--- src/rtl/tvm_buffer_pkg.sv ---
// tvm_buffer_pkg: shared FSM state encoding and address width helper for tvm_buffer blocks
package tvm_buffer_pkg;
  typedef enum logic [1:0] {FILL, PAD, ADV} state_t;
  function automatic int addr_width(input int n);
    return (n <= 1) ? 1 : $clog2(n);
  endfunction
endpackage

--- src/rtl/tvm_buffer_window_writer.sv ---
// tvm_buffer_window_writer: streams words into the buffer's write window, pads on last, then advances
module tvm_buffer_window_writer
  import tvm_buffer_pkg::*;
#(
  parameter int DATA_WIDTH = 8,
  parameter int WR_WINDOW = 4,
  parameter int WR_ADVANCE = 2,
  parameter int WR_ADDR_WIDTH = addr_width(WR_WINDOW),
  parameter logic [DATA_WIDTH-1:0] PAD_VALUE = '0,
  parameter int CNT_WIDTH = 16
) (
  input  logic clk,
  input  logic rst,
  input  logic in_valid,
  output logic in_ready,
  input  logic [DATA_WIDTH-1:0] in_data,
  input  logic in_last,
  output logic write_valid,
  input  logic write_ready,
  output logic [WR_ADDR_WIDTH-1:0] write_addr,
  output logic [DATA_WIDTH-1:0] write_data,
  output logic write_advance,
  output logic busy,
  output logic [CNT_WIDTH-1:0] word_count,
  output logic [CNT_WIDTH-1:0] adv_count
);
  localparam logic [WR_ADDR_WIDTH-1:0] LAST = WR_ADDR_WIDTH'(WR_WINDOW - 1);
  // later windows resume after the overlap slots the buffer keeps
  localparam logic [WR_ADDR_WIDTH-1:0] START = WR_ADDR_WIDTH'(WR_WINDOW - WR_ADVANCE);
  state_t state, state_n;
  logic [WR_ADDR_WIDTH-1:0] ptr, ptr_n;
  logic wr, adv;
  always_comb begin
    in_ready = state == FILL && write_ready;
    write_valid = state == FILL ? in_valid : state == PAD;
    write_data = state == FILL ? in_data : PAD_VALUE;
    write_addr = ptr;
    write_advance = state == ADV;
    busy = state != FILL;
    wr = write_valid && write_ready;
    adv = write_advance && write_ready;
    state_n = state;
    ptr_n = ptr;
    if (wr && ptr == LAST) state_n = ADV;
    else if (wr) begin
      ptr_n = ptr + WR_ADDR_WIDTH'(1);
      state_n = state == FILL && in_last ? PAD : state;
    end
    if (adv) begin
      ptr_n = START;
      state_n = FILL;
    end
  end
  always_ff @(posedge clk) begin
    if (rst) begin
      state <= FILL;
      ptr <= '0;
      word_count <= '0;
      adv_count <= '0;
    end else begin
      state <= state_n;
      ptr <= ptr_n;
      if (wr) word_count <= word_count + CNT_WIDTH'(1);
      if (adv) adv_count <= adv_count + CNT_WIDTH'(1);
    end
  end
endmodule

--- config.mk ---
export PLATFORM = sky130hd
export DESIGN_NAME = tvm_buffer_window_writer
export DESIGN_NICKNAME = d
export VERILOG_FILES = /design/src/rtl/tvm_buffer_pkg.sv /design/src/rtl/tvm_buffer_window_writer.sv
export SDC_FILE = /design/constraint.sdc
export NUM_CORES = 1
export LEC_CHECK = 0
export CAP_MARGIN = 20
export CELL_PAD_IN_SITES_DETAIL_PLACEMENT = 1
export CELL_PAD_IN_SITES_GLOBAL_PLACEMENT = 2
export CORE_MARGIN = 2
export CORE_UTILIZATION = 23
export CTS_CLUSTER_SIZE = 12
export DETAILED_ROUTE_END_ITERATION = 6
export PLACE_DENSITY_LB_ADDON = 0.08
export SKIP_LAST_GASP = 1
export SLEW_MARGIN = 20
export SYNTH_ARGS = -nofsm -noshare
export SYNTH_HDL_FRONTEND = slang
export SYNTH_SLANG_ARGS = --single-unit
--- constraint.sdc ---
create_clock -name clk -period 1.64 [get_ports clk]
set_input_delay 0.164 -clock clk [delete_from_list [all_inputs] [get_ports clk]]
set_output_delay 0.164 -clock clk [all_outputs]
set_load 0.01 [all_outputs]
# --- After elaboration in Yosys (flattened, before gate mapping) ---
# Index checks and enable logic that the tools add are counted.
# W data, S select, Z words.
op_classes:
  muxes: 8
  reduce_logical: 16
  add_sub_neg: 3
  n_eq_ne: 4
  bitwise_logic: 1
op_table:
  columns: ["op", "n"]
  rows:
  - ["$add A16 B1 Y16 const B", 2]
  - ["$mux W2", 6]
  - ["$mux W8", 1]
  - ["$reduce_and A2 Y1", 4]
  - ["$reduce_bool A2 Y1", 4]
  - ["$logic_and A1 B1 Y1", 5]
  - ["$eq A2 B2 Y1 const B", 2]
  - ["$reduce_or A3 Y1", 1]
  - ["$add A2 B1 Y2 const B", 1]
  - ["$eq A2 B1 Y1 const B", 1]
  - ["$logic_not A2 Y1", 1]
  - ["$ne A2 B2 Y1 const B", 1]
  - ["$reduce_or A2 Y1", 1]
  - ["$mux W1", 1]
  - ["$not A1 Y1", 1]
totals:
  inputBits: 13
  reg_bits: 36

# --- Logic depth before layout (Yosys ltp) ---
# Gate-level depths: netlist (run 1).
depth:
  depth_word: 6
  depth_mapped: 6
  ltp_nobuf: 5

# --- Least setup slack after synthesis (run 1) ---
# Ideal clock, no wire load.
synth_path:
  path_type: "register -> register"
  start: "register adv_count[0]"
  end: "register adv_count[14]"
  setup_slack_ns: -0.217
  period_less_slack_ns: 1.857
  path_stages_with_launch: 6
  required_ns: 1.570
  arrival_time_ns: 1.786
  cell_sequence: "dfxtp_1 > ha_1 > nand3_1 > or4_1 > or3_1 > a21oi_1"
synth_between:
  elab_chain_len: 1
synth_lines:
  columns: ["item", "line", "rtl"]
  rows:
  - ["start, declared", "tvm_buffer_window_writer.sv:25", "output logic [CNT_WIDTH-1:0] adv_count"]
  - ["start signal, assigned", "tvm_buffer_window_writer.sv:64", "if (adv) adv_count <= adv_count + CNT_WIDTH'(1);"]
  - ["$add A16 B1 Y16", "tvm_buffer_window_writer.sv:64", null]
# No other way between the ends.
# A chain may end at the register's enable or synchronous reset.

# --- Worst setup path in the final report (run 1) ---
# Same ends and word-level chain as after synthesis.

==> impl_metrics.env, run 1 <==
export IMPL_mappedNetlistNets=218
export IMPL_synth_top_cells_by_area="dfxtp_1, xnor2_1, nor2_1, a21oi_1, or4_1"
export IMPL_seq_area_frac_synth_pct=42.2
export IMPL_endpoint_kind="register"
export IMPL_power_switching_uw=407
export IMPL_die_width_um=90.2
export IMPL_reg_to_reg_slack_setup_ns=0.02
export IMPL_layout_cell_area_non_filler_sq_um=2900
export IMPL_clock_fmax_mhz=616
export IMPL_drc=0
export IMPL_timing_final_crit_share_pct=99.0
export IMPL_report_final_hold_viol_count=0
export IMPL_clock_network_fraction_of_total_power_pct=35.8
export IMPL_clock_tree_buffer_depth=2
export IMPL_portBuffers=58
export IMPL_vias=1814
export IMPL_worstHoldPathType="reg2reg"
export IMPL_drt_wl_total_mm=5.38
export IMPL_synth_cell_types=36
export IMPL_top_level_ports=59
export IMPL_switching_share_pct=24.2
export IMPL_highest_delay_cell_along_the_critical_path="or4_4"
export IMPL_vias_per_instance=4.54
export IMPL_tns_ns=0
export IMPL_setup_worst_path_start_class="register"
export IMPL_antenna_cells=0
export IMPL_cp_slowest_stage_delay_ns=0.54
export IMPL_crit_fanout=2
export IMPL_unrepaired_setup_endpoints_after_global_routing="yes"
export IMPL_summed_instance_area_of_the_synthesized_netlist_sq_um=1710
export IMPL_power_density_cell_area_nw_per_um2=579
export IMPL_comb_pwr_share_pct=11.3
export IMPL_finalWeightedCongestion=0.718
export IMPL_biggest_area_consumer_among_synthesized_cells="dfxtp_1"
export IMPL_antenna_violation_net_count_after_detailed_routing=0
export IMPL_cts_buffers_inserted=5
export IMPL_max_slew_margin_pct=75.5
export IMPL_netlist_instances=202
export IMPL_grt_antenna_before_repair=0
export IMPL_dr_pass1_iters=4
export IMPL_fin_crit_ns=1.62
export IMPL_crit_family="simple AND/OR/NAND/NOR gates"
export IMPL_die_area_sq_um=8140
export IMPL_floorplan_initialDensity_pct=23.7
export IMPL_cts_reportedPaths_clkPinSlew_ns=0.07
export IMPL_final_layout_size_suffix_gt1_share_pct=27.6
export IMPL_timing_worst_slew_pin_value_ns=0.364
export IMPL_drt_first_iter_violations=43
export IMPL_ys_seq_elements=36
export IMPL_cts_htree_levels=2
export IMPL_average_wire_per_standard_cell_um=13.4
export IMPL_p_leak_nw=1.02
export IMPL_layout_cells_most_common="clkdlybuf4s50_1"
export IMPL_intPower_mw=1.27
export IMPL_gr_total_overflow=0
export IMPL_vdd_drop_max_v=0.000242
export IMPL_synthesis_yosys_warnings=0
export IMPL_rows=31
export IMPL_grt_util_all_layers_pct=13.8
export IMPL_timing_final_max_slew_violations=0
export IMPL_tritoncts_clock_tree="done"
export IMPL_nets=317
export IMPL_fp_dieH_um=90.2
export IMPL_timing_critical_path_required_ns=1.86
export IMPL_worst_ep_arrival_time_ns=1.84
export IMPL_post_cts_setup_buffers=0
export IMPL_cts_root_buf="clkbuf_8"
export IMPL_finalPower_mw=1.68
export IMPL_area_delta_synth_final_pct=69.8
export IMPL_layout_common_cells="clkdlybuf4s50_1, buf_4, dfxtp_1, nor2_1"
export IMPL_final_core_util_pct=40.2
export IMPL_result_of_the_run="finished, final reports clean"
export IMPL_grt_first_pass_wirelength_mm=9.34
export IMPL_sum_of_buffers_and_inverters_on_the_critical_path=0
export IMPL_worst_skew_pair_late_latency_ns=0.28
export IMPL_detailedPlacementHpwl_mm=4.02
export IMPL_crit_type="reg2reg"
export IMPL_post_synthesis_mean_instance_area_sq_um=8.46
export IMPL_core_area_sq_um=7210
export IMPL_placement_cell_area_sq_um=2780
export IMPL_maximum_number_of_pins_on_one_net_before_global_route_repair=27
export IMPL_max_cap_viol_count=0
export IMPL_report_final_setup_viol=0
export IMPL_timing_critical_path_cells="ha_4 -> nand3_4 -> or4_4 -> or3_4 -> a21oi_2"
export IMPL_clock_sinks=36
export IMPL_power_sequential_fraction_pct=52.9
export IMPL_post_synth_top_area_fraction_pct=42.2
export IMPL_finalClockSkew_ns=0.00247
export IMPL_via_count_of_the_first_global_routing_pass=1922
-- cells in the mapped netlist --
cell,number
dfxtp_1,36
nor2_1,22
a21oi_1,16
nand2_1,14
xnor2_1,10
and2_1,9
nand4_1,9
or4_1,9
nand3_1,8
o31ai_1,8
clkbuf_1,7
xor2_1,7
or3_1,6
inv_1,5
nor3_1,5
o21ai_0,5
nor4_1,4
ha_1,3
and4_1,2
a2111oi_0,1
a211oi_1,1
a21o_1,1
a41oi_1,1
and3_1,1
and3b_1,1
buf_1,1
buf_2,1
buf_6,1
mux2_2,1
mux2i_1,1
nand2b_1,1
nand3b_1,1
nor2b_1,1
nor3b_1,1
nor4b_1,1
or2_2,1
-- area by class of cell --
type	count	area, sq um
fill	876	4310
sequential	36	746
multi-input combinational	151	1030
timing repair buffer	102	903
tap	99	124
clock buffer	6	72.6
inverter	5	18.8
clock inverter	1	5.00
-- metrics by stage --
stage / worst slack, ns / instances / hold WS (ns)
2_1_floorplan: -0.0310 / 202 / 0.423
3_3_place_gp: -0.297 / 393 / 0.472
3_5_place_dp: -0.359 / 393 / 0.489
4_1_cts: 0.0102 / 400 / 0.506
5_1_grt: -0.0342 / 400 / 0.527
6_report: 0.0162 / 400 / 0.498
-- flip-flops by register name (all words and copies together), names as in the netlist --
register,flops
adv_count,16
word_count,16
state,2
write_addr,2
-- cells by family (layout without fill, tap and decap cells) --
family	Yosys count	in the layout	share of synthesized area, %
simple gates	96	96	30.3
buf+inv	15	114	3.81
compound gates	33	33	11.6
flops	36	36	42.2
fa+ha+maj	3	3	2.20
mux	2	2	1.24
xor+xnor	17	17	8.71
-- final timing paths --
path                        end  cells past startpoint           from
hold / removal    adv_count[15]                      2  adv_count[15]
hold reg to reg   adv_count[15]                      2  adv_count[15]
setup reg to reg  adv_count[14]                      5   adv_count[0]
setup / recovery  adv_count[14]                      5   adv_count[0]
-- metal layers --
metal | up-vias | global-route usage, % | part of all wire [%]
li1 | 919 | - | -
met5 | - | 0 | 0
met4 | 0 | 2.69 | 0.41
met3 | 2 | 3.69 | 2.9
met2 | 24 | 24.1 | 50
met1 | 869 | 17.2 | 46
-- repair_timing --
action	CTS	global route
pin swaps	2	11
setup endpoints to repair	17	17
resized for setup	14	18
hold buffers	0	0
-- power groups by stage --
stage	logic, mW	clock network (mW)	registers, mW
6_report	0.190	0.601	0.890
5_1_grt	0.208	0.672	0.892
4_1_cts	0.190	0.641	0.890
3_5_place_dp	0.205	0	0.910
3_3_place_gp	0.203	0	0.910
2_1_floorplan	0.0749	0	0.914
-- worst min-delay path, stage by stage, from the launching register on --
cell,delay (ns)
dfxtp_1,0.32
o31ai_1,0.07
a21oi_1,0.06
No activity file was read; power rests on OpenSTA's default activity.
==> inputs of run 2 (changes only) <==
- SLEW_MARGIN: 20 -> 15
==> results of run 2 <==
No change in the layout: final DEF, timing and power equal those of run 1.
==> RTL edit 1 (config.mk and constraints of run 1) <==
`WR_WINDOW`: 4 -> 5.
--- a/src/rtl/tvm_buffer_window_writer.sv
+++ b/src/rtl/tvm_buffer_window_writer.sv
@@ -3,7 +3,7 @@
   import tvm_buffer_pkg::*;
 #(
   parameter int DATA_WIDTH = 8,
-  parameter int WR_WINDOW = 4,
+  parameter int WR_WINDOW = 5,
   parameter int WR_ADVANCE = 2,
   parameter int WR_ADDR_WIDTH = addr_width(WR_WINDOW),
   parameter logic [DATA_WIDTH-1:0] PAD_VALUE = '0,
Ports: changed (resized write_addr); port bits go from 59 to 60. No check against the original RTL was run, so the function may have changed too.
==> RTL edit 1 against run 1 <==
  * Global-route usage shrank 0.65 points
  * Highest routed layer unchanged
  * Non-clock buffer count shrank 5
  * Critical path type unchanged
  * Routed wire length grew 0.15%
  * Clock power grew 21%
  * Cell area grew 2.3%
  * Worst setup slack gained 0.047 ns
  * Total power grew 9.9%
  * Synthesized area grew 7.2%
  * Sequential cell count grew 1
==> RTL edit 1: results (changes against run 1) <==
** Status
- The run finished with clean final reports.

** Final layout
- The final net count came to 329 (+3.8%).
- Proportion of layout cells with a drive suffix above 1 :: 21.4% (-6.2 points)
- The filler cell count was 930 (+6.2%).

** Worst setup path
- The worst register-to-register path ends at word_count[7].
- On the critical path, the stage with the largest delay is an instance of sky130_fd_sc_hd__mux2_2.
- The flop-to-flop setup slack is 0.06 ns (+0.05 ns).
- The maximum cell stage delay along the critical path is 0.36 ns (-0.18 ns).
- The worst path arrival time is 1.76 ns (-0.08 ns).
- Largest fanout on the critical path :: 5 (+3)
- In this run the worst setup path begins at state[1].

** Global routing
- The pin count of the biggest net entering global routing is 30 (+11%).
- The met1 track demand over resource in global routing was 16.8% (-0.46 points).
- The overall fraction of global-route tracks in use was 13.2% (-0.65 points).
- Number of global-route vias before repair :: 1962 (+2.1%)
- Global routing usage on met3 :: 3.46% (-0.22 points)
- The global-route track usage on met2 is 22.4% (-1.8 points).
- The wire length of the first global-routing pass is 9250 um (-0.96%).

** Synth
- Count of distinct cell types in the synthesized netlist :: 37 (+2.8%)
- The number of cells produced by synthesis is 215 (+6.4%).
- The register area share after synthesis came to 40.4% (-1.7 points).
- Synth cell count leaders :: sky130_fd_sc_hd__dfxtp_1 (37), sky130_fd_sc_hd__nor2_1 (23), sky130_fd_sc_hd__a21oi_1 (16), sky130_fd_sc_hd__nand2_1 (14), sky130_fd_sc_hd__and2_1 (13)
- The synthesized net count was 232 (+6.4%).
- By area the synthesized netlist is led by sky130_fd_sc_hd__dfxtp_1 (40%), sky130_fd_sc_hd__nor2_1 (4.7%), sky130_fd_sc_hd__and2_1 (4.4%).

** Pwr
- Switch share :: 24.1% (-0.090 points)
- Part of the power in registers :: 49.7% (-3.2 points)
- The maximum vdd ir drop came to 0.000235 V (-2.9%).
- The static leakage is 1.15 nW (+13%).
- The cell-internal power was 0.00140 W (+10%).
- Clock group total power :: 0.000725 W (+21%)

** Placement
- Pre-CTS setup slack :: -0.251 ns (+0.107 ns)
- The final RePlAce weighted congestion came to 0.731 (+1.8%).
- The port buffer count was 59 (+1.7%).
- HPWL after DPL :: 4160 um (+3.5%)
- The post-detailed-placement cell area was 0.00283 sq mm (+1.9%).

** Routing
- Vias per Instance :: 4.49 (-0.90%)
- The total length of routed met2 wires was 2650 um (-2.0%).
- The met3 wire length was 170 um (+7.6%).
- Wire length per cell :: 13.0 um (-3.5%)
- The total routed wire length on the met1 layer is 2530 um (+1.6%).
- Post-detailed-routing wire length :: 5380 um (+0.15%)

** STA
- The maximum operating frequency was 634 MHz (+3.0%).
- Post-Route Skew :: 0.00938 ns (+0.00692 ns)
- The transition time at the pin with the least slew margin was 0.303 ns (-0.0610 ns).
- The final hold slack was 0.484 ns (-0.0142 ns).
## RTL edit 1: area by class of cell
type	instances	area (sq um)	area share, %
Tap cell	102	128	4.30
Clock inverter	1	5.00	0.169
Sequential cell	37	751	25.3
Timing Repair Buffer	97	907	30.6
Multi-Input combinational cell	161	1040	35.2
Clock buffer	7	96.3	3.24
Inverter	10	37.5	1.26
## RTL edit 1: cells by family (layout without fill, tap and decap cells)
logic type / Yosys count / after routing / synth area share, %
AOI/OAI and AO/OA: 31 / 31 / 9.97
xor gates and xnor gates: 15 / 15 / 7.17
adders and majority gates: 4 / 4 / 2.73
buffers and inverters: 17 / 115 / 3.69
DFF: 37 / 37 / 40.4
muxes: 6 / 6 / 3.62
and+or+nand+nor: 105 / 105 / 32.4
## RTL edit 1: repair_timing
action / CTS / global route
resized for setup: 14 / 17
endpoints found under the hold margin: 0 / 0
endpoints found under the setup margin: 16 / 15
pin swaps: 0 / 1
==> RTL edit 2 (settings of run 1) <==
Without the edit above. Encoding of `state_t`: now one-hot (3 bits for 3 states).
--- a/src/rtl/tvm_buffer_pkg.sv
+++ b/src/rtl/tvm_buffer_pkg.sv
@@ -1,6 +1,6 @@
 // tvm_buffer_pkg: shared FSM state encoding and address width helper for tvm_buffer blocks
 package tvm_buffer_pkg;
-  typedef enum logic [1:0] {FILL, PAD, ADV} state_t;
+  typedef enum logic [2:0] {FILL = 3'b001, PAD = 3'b010, ADV = 3'b100} state_t;
   function automatic int addr_width(input int n);
     return (n <= 1) ? 1 : $clog2(n);
   endfunction
Check against the original RTL: no difference found for any inputs over 10 cycles, from zero or initial values and one cycle with rst high; not proved beyond that.
==> RTL edit 2 against run 1 <==
  * The run now ends with negative setup slack left
  * Non-clock buffer count is 8 higher
  * Cell area increased by 7.0%
  * Combinational power grew 52%
  * Clock power up 7.8%
  * Worst setup slack worse by 0.054 ns
  * First-iteration DRC count shrank 7.0%
  * Critical path depth is the same
  * Routed wire length rose by 11%
  * Synthesized cell count increased by 5.9%
  * Total power rose by 10%
  * Synthesized area is 9.7% higher
  * Sequential cell count increased by 1
  * Via count up 8.6%
==> RTL edit 2: results (changes against run 1) <==
** Floorplanning
- The tap cell instance count came to 102 (+3.0%).

** Status
- Violations in the final reports :: negative setup slack
- Result of the run :: finished, violations left

** Global routing
- The overall fraction of global-route tracks in use is 14.1% (+0.25 points).
- Maximum number of pins on one net before global-route repair :: 15 (-44%)
- The global routing met3 resource utilization came to 3.85% (+0.16 points).
- The met1 track demand over resource in global routing was 18.2% (+0.97 points).
- First-pass GRT wire length :: 9870 um (+5.6%)

** Routing
- Initial DRC count :: 40 (-7.0%)
- The total routed wirelength was 5950 um (+11%).
- The total routed wire length on the met1 layer is 2800 um (+13%).

** Synth
- Count of distinct cell types in the synthesized netlist :: 48 (+33%)
- The synthesized net count was 230 (+5.5%).
- The number of cells produced by synthesis was 214 (+5.9%).
- Dominant cells by area after synthesis :: sky130_fd_sc_hd__dfxtp_1 (40%), sky130_fd_sc_hd__a21oi_1 (5.3%), sky130_fd_sc_hd__xnor2_1 (4.2%)

** STA
- The period utilization is 102% (+3.3 points).
- Slack of the critical path :: -0.0373 ns (-0.0535 ns)
- The count of endpoints failing setup in the final report is 8 (+8).

** Placement
- The post-detailed-placement half-perimeter wirelength is 4250 um (+5.7%).
- Placed inst area :: 0.00284 sq mm (+2.2%)
- The setup slack at placement is -0.359 ns (-0.000757 ns).

** Final layout
- Proportion of layout cells with a drive suffix above 1 :: 30.1% (+2.5 points)
- The number of non-clock buffers in the layout came to 110 (+7.8%).
- The largest registers in the layout are adv_count (16), word_count (16), state (3).
- Number of clock buffer instances in the layout :: 5 (-1)
- Net count of the finished layout :: 337 (+6.3%)
- The total area of multi-input combinational cells was 0.00113 sq mm (+9.3%).
- The fraction of area in clock buffers and inverters came to 2.78% (+0.11 points).
- The count of multi-input gates came to 162 (+7.3%).
- The filler cell count is 928 (+5.9%).

** Pwr
- The maximum vdd ir drop came to 0.000297 V (+22%).
- Static Leakage :: 1.16 nW (+14%)

** Worst setup path
- The startpoint identified for the worst register-to-register timing path is state[0].
- On the critical path, the stage with the largest delay is an instance of sky130_fd_sc_hd__a2111o_1.
- The worst path arrival time came to 1.86 ns (+0.02 ns).
- The peak fanout along the critical path is 6 (+4).

** Clock tree
- The post-CTS setup buffer count came to 7 (+7).
[RTL edit 2: cell count changes in the layout (fill, tap and decap cells not counted), sizes merged, moves of 5 or more]
cell	delta
a21oi	+5
buf	+8
nor2	-5
o21ai	+6
o31ai	-6
or4	-6
[RTL edit 2: power breakdown]
part	switching [W]	internal, W
registers	0.0000142	0.000907
clock network	0.000354	0.000294
logic	0.000120	0.000168
total	0.000488	0.00137
[RTL edit 2: kinds of logic (layout without fill, tap and decap cells)]
logic type	count (synthesis)	count (layout)	synth area share, %
muxes	3	3	1.67
adders and majority gates	3	3	2.00
and+or+nand+nor	94	94	30.2
DFF	37	37	39.5
AOI/OAI and AO/OA	48	48	16.0
buffers and inverters	15	123	4.14
xor gates and xnor gates	14	14	6.54
[RTL edit 2: path summary, 6_finish.rpt]
check	end	slack, ns	depth (start not counted)
worst max register to register	word_count[15]	-0.04	5
worst min-delay path	adv_count[1]	0.50	2
worst max-delay path	word_count[15]	-0.04	5
worst min register to register	adv_count[1]	0.50	2
